<file path="config.mk">
export PLATFORM = sky130hd
export DESIGN_NAME = mux_rr_nch
export DESIGN_NICKNAME = d
export VERILOG_FILES = /design/src/rtl/mux_rr_nch.sv
export SDC_FILE = /design/constraint.sdc
export NUM_CORES = 1
export LEC_CHECK = 0
export ABC_AREA = 1
export CORE_UTILIZATION = 61
export DETAILED_ROUTE_END_ITERATION = 8
export DONT_BUFFER_PORTS = 1
export PLACE_DENSITY = 0.75
export REMOVE_ABC_BUFFERS = 1
export SLEW_MARGIN = 10
export SYNTH_ARGS = -nofsm -noshare
export SYNTH_HDL_FRONTEND = slang
export SYNTH_SLANG_ARGS = --single-unit
</file>
<file path="constraint.sdc">
create_clock -name clk -period 3 [get_ports clk]
set_clock_uncertainty 0.05 [all_clocks]
set_input_delay 0.3 -clock clk [delete_from_list [all_inputs] [get_ports clk]]
set_output_delay 0.3 -clock clk [all_outputs]
set_load 0.01 [all_outputs]
</file>
<file path="src/rtl/mux_rr_nch.sv">
// N-channel to one registered output multiplexer with fixed-select or round-robin arbitration.
// Optional packet locking (in_last/out_last) is compiled in with `define MUX_RR_NCH_LAST_EN.
module mux_rr_nch #(
    parameter int WIDTH = 8,
    parameter int NCH   = 4,
    localparam int SELW = $clog2(NCH)
) (
    input  logic                 clk,
    input  logic                 rst,
    input  logic                 mode,
    input  logic [SELW-1:0]      sel,
    input  logic [NCH-1:0]       in_valid,
    input  logic [NCH*WIDTH-1:0] in_data,
`ifdef MUX_RR_NCH_LAST_EN
    input  logic [NCH-1:0]       in_last,
    output logic                 out_last,
`endif
    output logic [NCH-1:0]       in_ready,
    output logic                 out_valid,
    output logic [WIDTH-1:0]     out_data,
    output logic [SELW-1:0]      out_ch,
    input  logic                 out_ready
);

    localparam int unsigned     NCH_U   = NCH;
    localparam logic [SELW:0]   NCH_W   = (SELW+1)'(NCH);
    localparam logic [SELW-1:0] LAST_CH = SELW'(NCH - 1);

    logic             load;
    logic             gvalid;
    logic [SELW-1:0]  gidx;
    logic [SELW-1:0]  cand;
    logic [SELW-1:0]  ptr;
    logic [WIDTH-1:0] chan [NCH];

`ifdef MUX_RR_NCH_LAST_EN
    logic            locked;
    logic [SELW-1:0] lock_ch;
`endif

    genvar gi;
    generate
        for (gi = 0; gi < NCH; gi++) begin : g_unpack
            assign chan[gi] = in_data[gi*WIDTH +: WIDTH];
        end
    endgenerate

    assign load = !out_valid || out_ready;

    // An active lock overrides both fixed select and the round-robin pointer.
    always_comb begin
        gvalid = 1'b0;
        gidx   = '0;
        cand   = '0;
`ifdef MUX_RR_NCH_LAST_EN
        if (locked) begin
            gvalid = in_valid[lock_ch];
            gidx   = lock_ch;
        end else
`endif
        if (!mode) begin
            if ({1'b0, sel} < NCH_W) begin
                gvalid = in_valid[sel];
                gidx   = sel;
            end
        end else begin
            for (int unsigned k = 0; k < NCH_U; k++) begin
                cand = SELW'((32'(ptr) + k) % NCH_U);
                if (!gvalid && in_valid[cand]) begin
                    gvalid = 1'b1;
                    gidx   = cand;
                end
            end
        end
    end

    always_comb begin
        in_ready = '0;
        if (load && gvalid && !rst)
            in_ready[gidx] = 1'b1;
    end

    always_ff @(posedge clk or posedge rst) begin
        if (rst) begin
            out_valid <= 1'b0;
            out_data  <= '0;
            out_ch    <= '0;
            ptr       <= '0;
`ifdef MUX_RR_NCH_LAST_EN
            out_last  <= 1'b0;
            locked    <= 1'b0;
            lock_ch   <= '0;
`endif
        end else if (load) begin
            if (gvalid) begin
                out_valid <= 1'b1;
                out_data  <= chan[gidx];
                out_ch    <= gidx;
                if (mode)
                    ptr <= (gidx == LAST_CH) ? '0 : gidx + SELW'(1);
`ifdef MUX_RR_NCH_LAST_EN
                out_last <= in_last[gidx];
                locked   <= !in_last[gidx];
                lock_ch  <= gidx;
`endif
            end else begin
                out_valid <= 1'b0;
            end
        end
    end

endmodule

</file>
==> impl_metrics.toml, run 1 <==
[die]
ios = 57
die_w_microns = 47.4
die_h_microns = 47.4
rows = 16
core_area_sq_mm = 0.00194
die_area_sq_mm = 0.00224
initial_core_util = 0.646

[power]
p_leak_nw = 0.700
ir_drop_uv = 537
power.density_mw_per_mm2 = 1050
p_total_mw = 1.36

[hold_path]
hp-class = "in2reg"
min_from = "in_data[8]"

[drt]
viasPerCell = 5.47
drt_iter0_markers = 40
wire_per_inst_microns = 12.5
first_pass_iters = 4
post-route-drc-count = 0
vias = 1248
drt-total-wl_mm = 2.85
drtAntennaViolNets = 0

[timing]
hold_violations = 0
final-max-slew-violation-count = 0
fin_ws_ns = 0.285
finalCriticalPeriod_ns = 2.72
worstMarginPinSlew_ns = 0.508
rsz0062_at_grt = "no"
max_freq_mhz = 368
slew-limit-headroom = 0.661
fin_setup_tns_ns = 0
period_share = 0.905
setup_viol = 0

[cells_and_area]
drive_gt1_frac = 0.154
diodes = 0
area_growth_pct = 2.89
final_nets = 248
utilization = 0.665
finalInstanceArea_sq_mm = 0.00129

[placed_design]
post-place-ws_ns = 0.511
dpl_cell_area_sq_mm = 0.00125
io_buffer_count = 0
gp_congestion = 0.805
dp.final_hpwl_mm = 2.21

[setup_path]
crit_buf_inv = 3
crit_type = "reg2out"
cp.required_ns = 2.65
worst_setup_path_end_kind = "output port"
cp.arrival_ns = 2.37
cp_cell_sequence = "inv_2 -> nand2_1 -> nand3_1 -> nand2_2 -> nor2_4 -> nand3_1 -> nand2_1 -> inv_1 -> a21oi_4 -> ha_1 -> inv_1 -> nor2_1"
critPathMaxStageDelay_ns = 0.48
cp_top_family = "simple AND/OR/NAND/NOR gates"
startpoint = "ptr[0]"
crit_slowest_cell = "dfrtp_2"
cp-start-kind = "flip-flop"
cp_max_fo = 11
rrSetupSlack_ns = 0.78
worstReg2RegStart = "ptr[0]"

[logic_synthesis]
yosysTopAreaCell = "dfrtp_1"
synth.distinct_cells = 19
synth_common_cells = "nand2_1 (72), nand3_1 (46), inv_1 (16)"
synth-seq-area-share = 0.259
async_flop_share = 1.00
yosysWarningCount = 0
synth.most_common_cell = "nand2_1"
synthFlopType = "dfrtp_1"
syn_avg_cell_area_sq_um = 6.27
synth_edf_count = 0
yosys-top-cells-area = "dfrtp_1 (26%), nand2_1 (22%), nand3_1 (18%)"
syn-instance-count = 200
synth-seq-cells = 13
synth_top_area_share = 0.259
synth.cell_area_sq_mm = 0.00125

[clock_network]
cts.htree.levels = 1
clk_path_buf_depth = 2
cts_tree = "yes"
cts_sinks = 13
numCtsBuffers = 3
cts_root_buf = "clkbuf_4"
clock_latency_ns = 0.28
post_cts_buffers = 0
clk_pin_slew_ns = 0.08

[grt]
first_global_vias = 1093
grt_pass1_wl_mm = 4.44
grt_max_degree = 21
antenna_found_initial = 0
overflow = 0
grtUsageTotal = 0.280

[status]
status = "completed"

[flow_run]
maxCapViolations = 0
cell usage in the layout (no fill, tap or decap), drive strengths merged:
cell,synthesis,routed
nand2,88,88
nand3,47,47
inv,22,22
dfrtp,13,13
nor2,9,9
o21ai,8,8
ha,4,4
a21oi,4,4
clkbuf,1,4
dlygate4sd3,0,1
buf,4,1
report_power, final:
part           internal [mW]  total, mW  switching [mW]  leakage [nW]
clock network         0.0516      0.109          0.0575        0.0150
logic                  0.290      0.875           0.585         0.529
registers              0.263      0.377           0.114         0.156
total                  0.604       1.36           0.757         0.700
timing repair:
action                                 in CTS  in global routing
hold buffers                                1                  0
setup endpoints to repair                   0                  4
resized for setup                           0                  1
endpoints found under the hold margin      13                  0
worst register-to-register path, delay by kind of cell (launching register included):
| family | cells | cell delay, ns |
|---|---|---|
| buf+inv | 1 | 0.15 |
| fa+ha+maj | 1 | 0.33 |
| flops | 1 | 0.48 |
| simple gates | 8 | 0.87 |
| compound gates | 2 | 0.25 |
kinds of logic (layout without fill, tap and decap cells):
family | after synthesis | after routing | share of synthesized area
adders and majority gates | 4 | 4 | 0.0399
AOI/OAI and AO/OA | 12 | 12 | 0.0598
DFF | 13 | 13 | 0.259
and+or+nand+nor | 144 | 144 | 0.541
buffers and inverters | 27 | 28 | 0.0997
metrics by stage:
step           hold slack, ns  cells
2_1_floorplan           0.135    195
3_3_place_gp            0.196    223
3_5_place_dp            0.201    223
4_1_cts                 0.192    228
5_1_grt                 0.213    228
6_report                0.193    228
area by class of cell:
class / instances / area (sq um)
inverters: 22 / 82.6
fillers: 203 / 651
repair buffers: 2 / 17.5
flip-flops and latches: 13 / 327
multi-input cells: 160 / 805
clock buffers: 4 / 26.3
well taps: 27 / 33.8
registers in the layout, summed over array words and instances (netlist names):
register,flops
out_data,8
out_ch,2
ptr,2
out_valid,1
path summary, 6_finish.rpt:
check | to | depth (start not counted)
max | in_ready[1] | 12
max in group asynchronous | ptr[0] | 2
min | out_data[0] | 4
max reg2reg | ptr[1] | 12
min reg2reg | out_data[2] | 2
min in group asynchronous | out_ch[1] | 2
per-layer routing:
layer,routed length (microns),track usage
met1,1150,0.318
met5,0,0
met3,186,0.0500
met2,1490,0.523
met4,21,0.0857
Power figures use the tool's default switching activity.
==> inputs of run 2 (changes only) <==
Settings changed: ABC_AREA 1 to unset.
==> run 2 against run 1 <==
Net effect: sequential power decreased by 21%; clock power decreased by 6%; synthesized area decreased by 21%; flip-flop and latch count unchanged; clock-buffer cell count unchanged; highest routed layer unchanged; die area decreased by 20%; first-iteration DRC count decreased by 38%; maximum frequency increased by 13%.
==> impl_metrics.toml, run 2 <==
[logic_synthesis]
synth.most_common_cell = "mux2i_1"
syn_avg_cell_area_sq_um = 10.1
yosys-top-cells-area = "dfrtp_1 (33%), mux2i_1 (17%), a221oi_1 (6.2%)"
synth_top_area_share = 0.327
syn-instance-count = 99
synth_compound_area_frac = 0.160
async_flop_share = 1.00
synth.distinct_cells = 36
synth.cell_area_sq_um = 996
synth_common_cells = "mux2i_1 (17), dfrtp_1 (13), nor2_1 (12)"
yosysTopAreaCell = "dfrtp_1"
synth-seq-area-share = 0.327
yosys.area_share.xor_xnor = 0
synthAdderAreaFrac = 0.0503
yosysWarningCount = 0
synth-seq-cells = 13
synth_edf_count = 0
synth.mux.area_fraction = 0.227
synthFlopType = "dfrtp_1"
synth_top_family_by_area = "multiplexers"
yosys.area_share.simple = 0.190

[cells_and_area]
fill_cells = 116
area_growth_pct = 5.40
diodes = 0
top_register = "out_data"
largest_reg_flops = 8
final_nets = 149
layout_commonest_cell = "mux2i_1"
reg_top3 = "out_data: 8 flops, out_ch: 2 flops, ptr: 2 flops"
drive_gt1_frac = 0.147
layout_common_cells = "mux2i_1 (17), dfrtp_1 (13), nor2_1 (12)"

[die]
rows = 14
die_w_microns = 42.4
die_area_sq_mm = 0.00180
initial_core_util = 0.654
die_h_microns = 42.4
core_area_sq_mm = 0.00152
ios = 57

[drt]
vias = 832
first_pass_iters = 4
wl_met1_microns = 866
viasPerCell = 7.05
wire_per_inst_microns = 17.2
drt_iter0_markers = 25
drtAntennaViolNets = 0
wl_met3_microns = 130
post-route-drc-count = 0
top_layer = "met4"
drt-total-wl_mm = 2.03
route.met2.wl_mm = 1.01

[setup_path]
worst_setup_path_end_kind = "output port"
worstReg2RegStart = "ptr[1]"
critPathMaxStageDelay_ns = 0.51
cp-start-kind = "flip-flop"
rrSetupSlack_ns = 0.86
cp.required_ns = 2.65
cp_max_fo = 11
crit_buf_inv = 1
crit_slowest_cell = "o22ai_2"
cp_top_family = "compound AO/OA/AOI/OAI gates"
cp_cell_sequence = "mux2i_1 -> o211ai_1 -> o22ai_2 -> inv_2 -> ha_1 -> and3_1"
r2r-end = "out_data[3]"
cp.arrival_ns = 2.05
rr_worst_depth = 6
crit_type = "reg2out"

[status]
status = "completed"

[placed_design]
gp_congestion = 0.866
io_buffer_count = 0
dp.final_hpwl_mm = 1.54

[timing]
period_share = 0.801
final-max-slew-violation-count = 0
finalCriticalPeriod_ns = 2.40
hold_violations = 0
fin_setup_tns_ns = 0
setup_viol = 0
rsz0062_at_grt = "no"
max_freq_mhz = 416
slew-limit-headroom = 0.559
holdWs_ns = 0.135
worstMarginPinSlew_ns = 0.661

[grt]
grtUsageTotal = 0.245
grt_max_degree = 18
antenna_found_initial = 0
overflow = 0
grt_pass1_wl_mm = 3.32
first_global_vias = 767

[power]
ir_drop_uv = 342
power_frac_seq = 0.479
power_switching_mw = 0.234
power_frac_comb = 0.356
switching_share = 0.376
power.density_mw_per_mm2 = 594
p_int_mw = 0.389
p_leak_nw = 0.468
pwr-share-clk = 0.165

[clock_network]
cts_tree = "yes"
clk_path_buf_depth = 2
postCtsResizedCells = 0
numCtsBuffers = 3
cts_sinks = 13
cts.htree.levels = 1
cts_root_buf = "clkbuf_4"
clk_pin_slew_ns = 0.07
clock_latency_ns = 0.27

[hold_path]
min_to = "out_valid"
min_from = "mode"
hp-class = "in2reg"
hold_depth = 2

[flow_run]
maxCapViolations = 0
[run 2: cell count changes after synthesis, moves of 5 or more]
cell,delta
inv_2,-5
nand2_2,-14
mux2i_1,+17
inv_1,-11
nand2_1,-68
nand3_1,-45
a221oi_1,+7
[run 2: power by group through the flow]
stage / sequential [mW] / clock (mW) / combinational [mW]
finish: 0.299 / 0.103 / 0.222
global placement: 0.297 / 0 / 0.217
detailed placement: 0.301 / 0 / 0.223
floorplan: 0.288 / 0 / 0.189
global route: 0.305 / 0.113 / 0.250
CTS: 0.299 / 0.107 / 0.224
[run 2: worst reg2reg max path, delay by kind of cell, from the launching register on]
kind,cells,cell delay [ns]
buffers and inverters,1,0.33
muxes,2,0.30
AOI/OAI and AO/OA,3,0.90
DFF,1,0.45
[run 2: worst max path at each step]
stage / from / endpoint / cells past startpoint
2_1_floorplan: ptr[1] / in_ready[0] / 6
5_1_grt: ptr[1] / in_ready[0] / 6
3_5_place_dp: ptr[1] / out_data[4] / 6
4_1_cts: ptr[1] / in_ready[0] / 6
6_report: ptr[1] / in_ready[0] / 6
3_3_place_gp: sel[0] / out_data[1] / 5
[run 2: kinds of logic (layout without fill, tap and decap cells)]
| family | after synthesis | count (layout) |
|---|---|---|
| flops | 13 | 13 |
| mux | 20 | 20 |
| compound gates | 20 | 20 |
| fa+ha+maj | 4 | 4 |
| buf+inv | 10 | 13 |
| simple gates | 32 | 32 |
[run 2: layer usage]
layer / global-route usage / vias up
met2: 0.415 / 45
met1: 0.317 / 406
li1: - / 377
met4: 0.0375 / 0
met5: 0 / -
met3: 0.0690 / 4
[run 2: per-stage QoR]
stage	power, mW	area, sq um	instances	util	setup WS, ns
after floorplan	0.477	972	95	-	0.0915
after global placement	0.515	1010	113	0.665	0.941
after detailed placement	0.523	1010	113	0.665	0.857
after CTS	0.629	1050	118	0.689	0.567
after global routing	0.669	1050	118	0.689	0.444
final	0.623	1050	118	0.689	0.597
[run 2: final cells by class]
cell class                 count  area (sq um)  share of cell area
multi-input combinational     76           631               0.601
tap                           16          20.0              0.0191
inverter                       6          22.5              0.0215
timing repair buffer           3          25.0              0.0238
sequential                    13           325               0.310
clock buffer                   4          26.3              0.0250
[run 2: what timing repair did]
action,CTS,global route
hold endpoints to repair,13,0
setup endpoints to repair,0,0
hold buffers,1,0
setup buffers,0,0
==> inputs of run 3 (changes only) <==
Settings changed: ABC_AREA set to 1.
Clock period 3 ns to 2.31 ns, I/O delays scaled along.
==> run 3 against run 2 <==
Net effect: the flow now finishes with violations (setup timing); global-route usage increased by 5.0 points; combinational power increased to 7.7 times the previous value; power increased to 3.7 times the previous value; register-to-register slack got worse by 0.85 ns; die area increased by 25%; flip-flop and latch count unchanged; hold slack got worse by 0.022 ns; first-iteration DRC count increased to 2.9 times the previous value.
==> impl_metrics.toml, run 3 (same netlist as run 1, synthesis figures left out) <==
[status]
status = "complete, but fails checks"
violations = "setup timing"

[setup_path]
cp_max_fo = 9
rr_worst_depth = 15
worstReg2RegStart = "ptr[0]"
rrSetupSlack_ns = 0.01
worst_setup_path_end_kind = "output port"
cp-start-kind = "flip-flop"
cp.arrival_ns = 2.22
r2r-end = "out_data[3]"
crit_type = "reg2out"
cp.required_ns = 2.03

[cells_and_area]
fill_cells = 146
layout_common_cells = "nand2_1 (58), nand3_1 (43), nand2_2 (22)"
utilization = 0.811
reg_top3 = "out_data: 8 flops, out_ch: 2 flops, ptr: 2 flops"
diodes = 0
largest_reg_flops = 8
drive_gt1_frac = 0.353
final_nets = 262
layout_commonest_cell = "nand2_1"
top_register = "out_data"
area_growth_pct = 25.4

[drt]
post-route-drc-count = 0
vias = 1409
drt-total-wl_mm = 3.78
wire_per_inst_microns = 15.6
first_pass_iters = 7
drtAntennaViolNets = 0
viasPerCell = 5.82
drt_iter0_markers = 72

[clock_network]
clk_path_buf_depth = 2
cts_sinks = 13
cts_root_buf = "clkbuf_4"
clock_latency_ns = 0.28
numCtsBuffers = 3
cts.htree.levels = 1
clk_pin_slew_ns = 0.08
cts_tree = "yes"

[power]
power_frac_seq = 0.210
p_int_mw = 1.04
power_frac_comb = 0.727
switching_share = 0.554
ir_drop_uv = 914
power.density_mw_per_mm2 = 1480
pwr-share-clk = 0.063
p_total_mw = 2.33
power_switching_mw = 1.29
p_leak_nw = 0.802

[timing]
setup_viol = 4
fin_ws_ns = -0.191
final-max-slew-violation-count = 0
slew-limit-headroom = 0.750
rsz0062_at_grt = "yes"
worstMarginPinSlew_ns = 0.373
max_freq_mhz = 400
hold_violations = 0
period_share = 1.08
finalCriticalPeriod_ns = 2.50

[die]
die_h_microns = 47.4
die_w_microns = 47.4
initial_core_util = 0.646
ios = 57
die_area_sq_mm = 0.00224
core_area_sq_mm = 0.00194
rows = 16

[placed_design]
io_buffer_count = 0
dp.final_hpwl_mm = 2.21
gp_congestion = 0.887

[grt]
grt_max_degree = 18
first_global_vias = 1075
grt_pass1_wl_mm = 4.53
antenna_found_initial = 0
overflow = 0
grtUsageTotal = 0.295

[hold_path]
min_to = "out_data[0]"
min_from = "in_data[8]"
hp-class = "in2reg"
hold_depth = 4

[flow_run]
maxCapViolations = 0
run 3: power groups by stage:
stage | clock (mW) | combinational [mW] | sequential (mW)
finish | 0.146 | 1.70 | 0.490
floorplan | 0 | 0.935 | 0.465
CTS | 0.150 | 1.28 | 0.473
detailed placement | 0 | 1.21 | 0.479
global route | 0.158 | 1.85 | 0.505
global placement | 0 | 1.17 | 0.477
run 3: critical path: stages, from the launching register on:
cell and delay [ns]:
dfrtp_2 0.47, inv_4 0.12, nand2_1 0.09, nand3_1 0.14, nand2_2 0.10, nor2_4 0.19, nand3_2 0.09, nand2_1 0.09
inv_2 0.07, a21oi_4 0.19, ha_2 0.21, inv_2 0.05, nor2_4 0.14
run 3: cell type report:
type / count / area (sq um) / area share
clock buffer: 4 / 26.3 / 0.0167
sequential: 13 / 327 / 0.207
inverter: 22 / 97.6 / 0.0620
multi-input combinational: 160 / 960 / 0.610
timing repair buffer: 16 / 130 / 0.0827
tap: 27 / 33.8 / 0.0215
run 3: worst max path at each step:
stage,endpoint,cells past startpoint,startpoint
finish,in_ready[1],12,ptr[0]
CTS,in_ready[0],15,ptr[0]
global placement,in_ready[0],15,ptr[0]
floorplan,in_ready[2],15,ptr[0]
global route,in_ready[2],15,ptr[0]
detailed placement,in_ready[0],15,ptr[0]
run 3: timing repair:
item                                    CTS  global route
gates resized for setup                  10            44
endpoints found under the setup margin    4             4
cloned                                    0             0
hold buffers                              1             0
setup buffers                             2             6
endpoints found under the hold margin    13             0
pin swaps                                 6            21
run 3: per-layer routing:
| layer | vias up | GRT usage | wire, microns |
|---|---|---|---|
| met1 | 618 | 0.337 | 1420 |
| met5 | - | 0 | 0 |
| li1 | 670 | - | - |
| met3 | 15 | 0.0577 | 365 |
| met4 | 0 | 0.149 | 136 |
| met2 | 106 | 0.518 | 1860 |
run 3: stage by stage:
| stage | setup WS (ns) | instances | hold slack, ns | TNS [ns] | instance area (sq um) |
|---|---|---|---|---|---|
| finish | -0.191 | 242 | 0.113 | -0.583 | 1570 |
| global route | -0.327 | 242 | 0.135 | -1.92 | 1570 |
| CTS | 0.00560 | 236 | 0.104 | 0 | 1370 |
| detailed placement | 0.109 | 229 | 0.0840 | 0 | 1300 |
| global placement | 0.204 | 229 | 0.0759 | 0 | 1300 |
| floorplan | 0.132 | 195 | 0.0662 | 0 | 1210 |
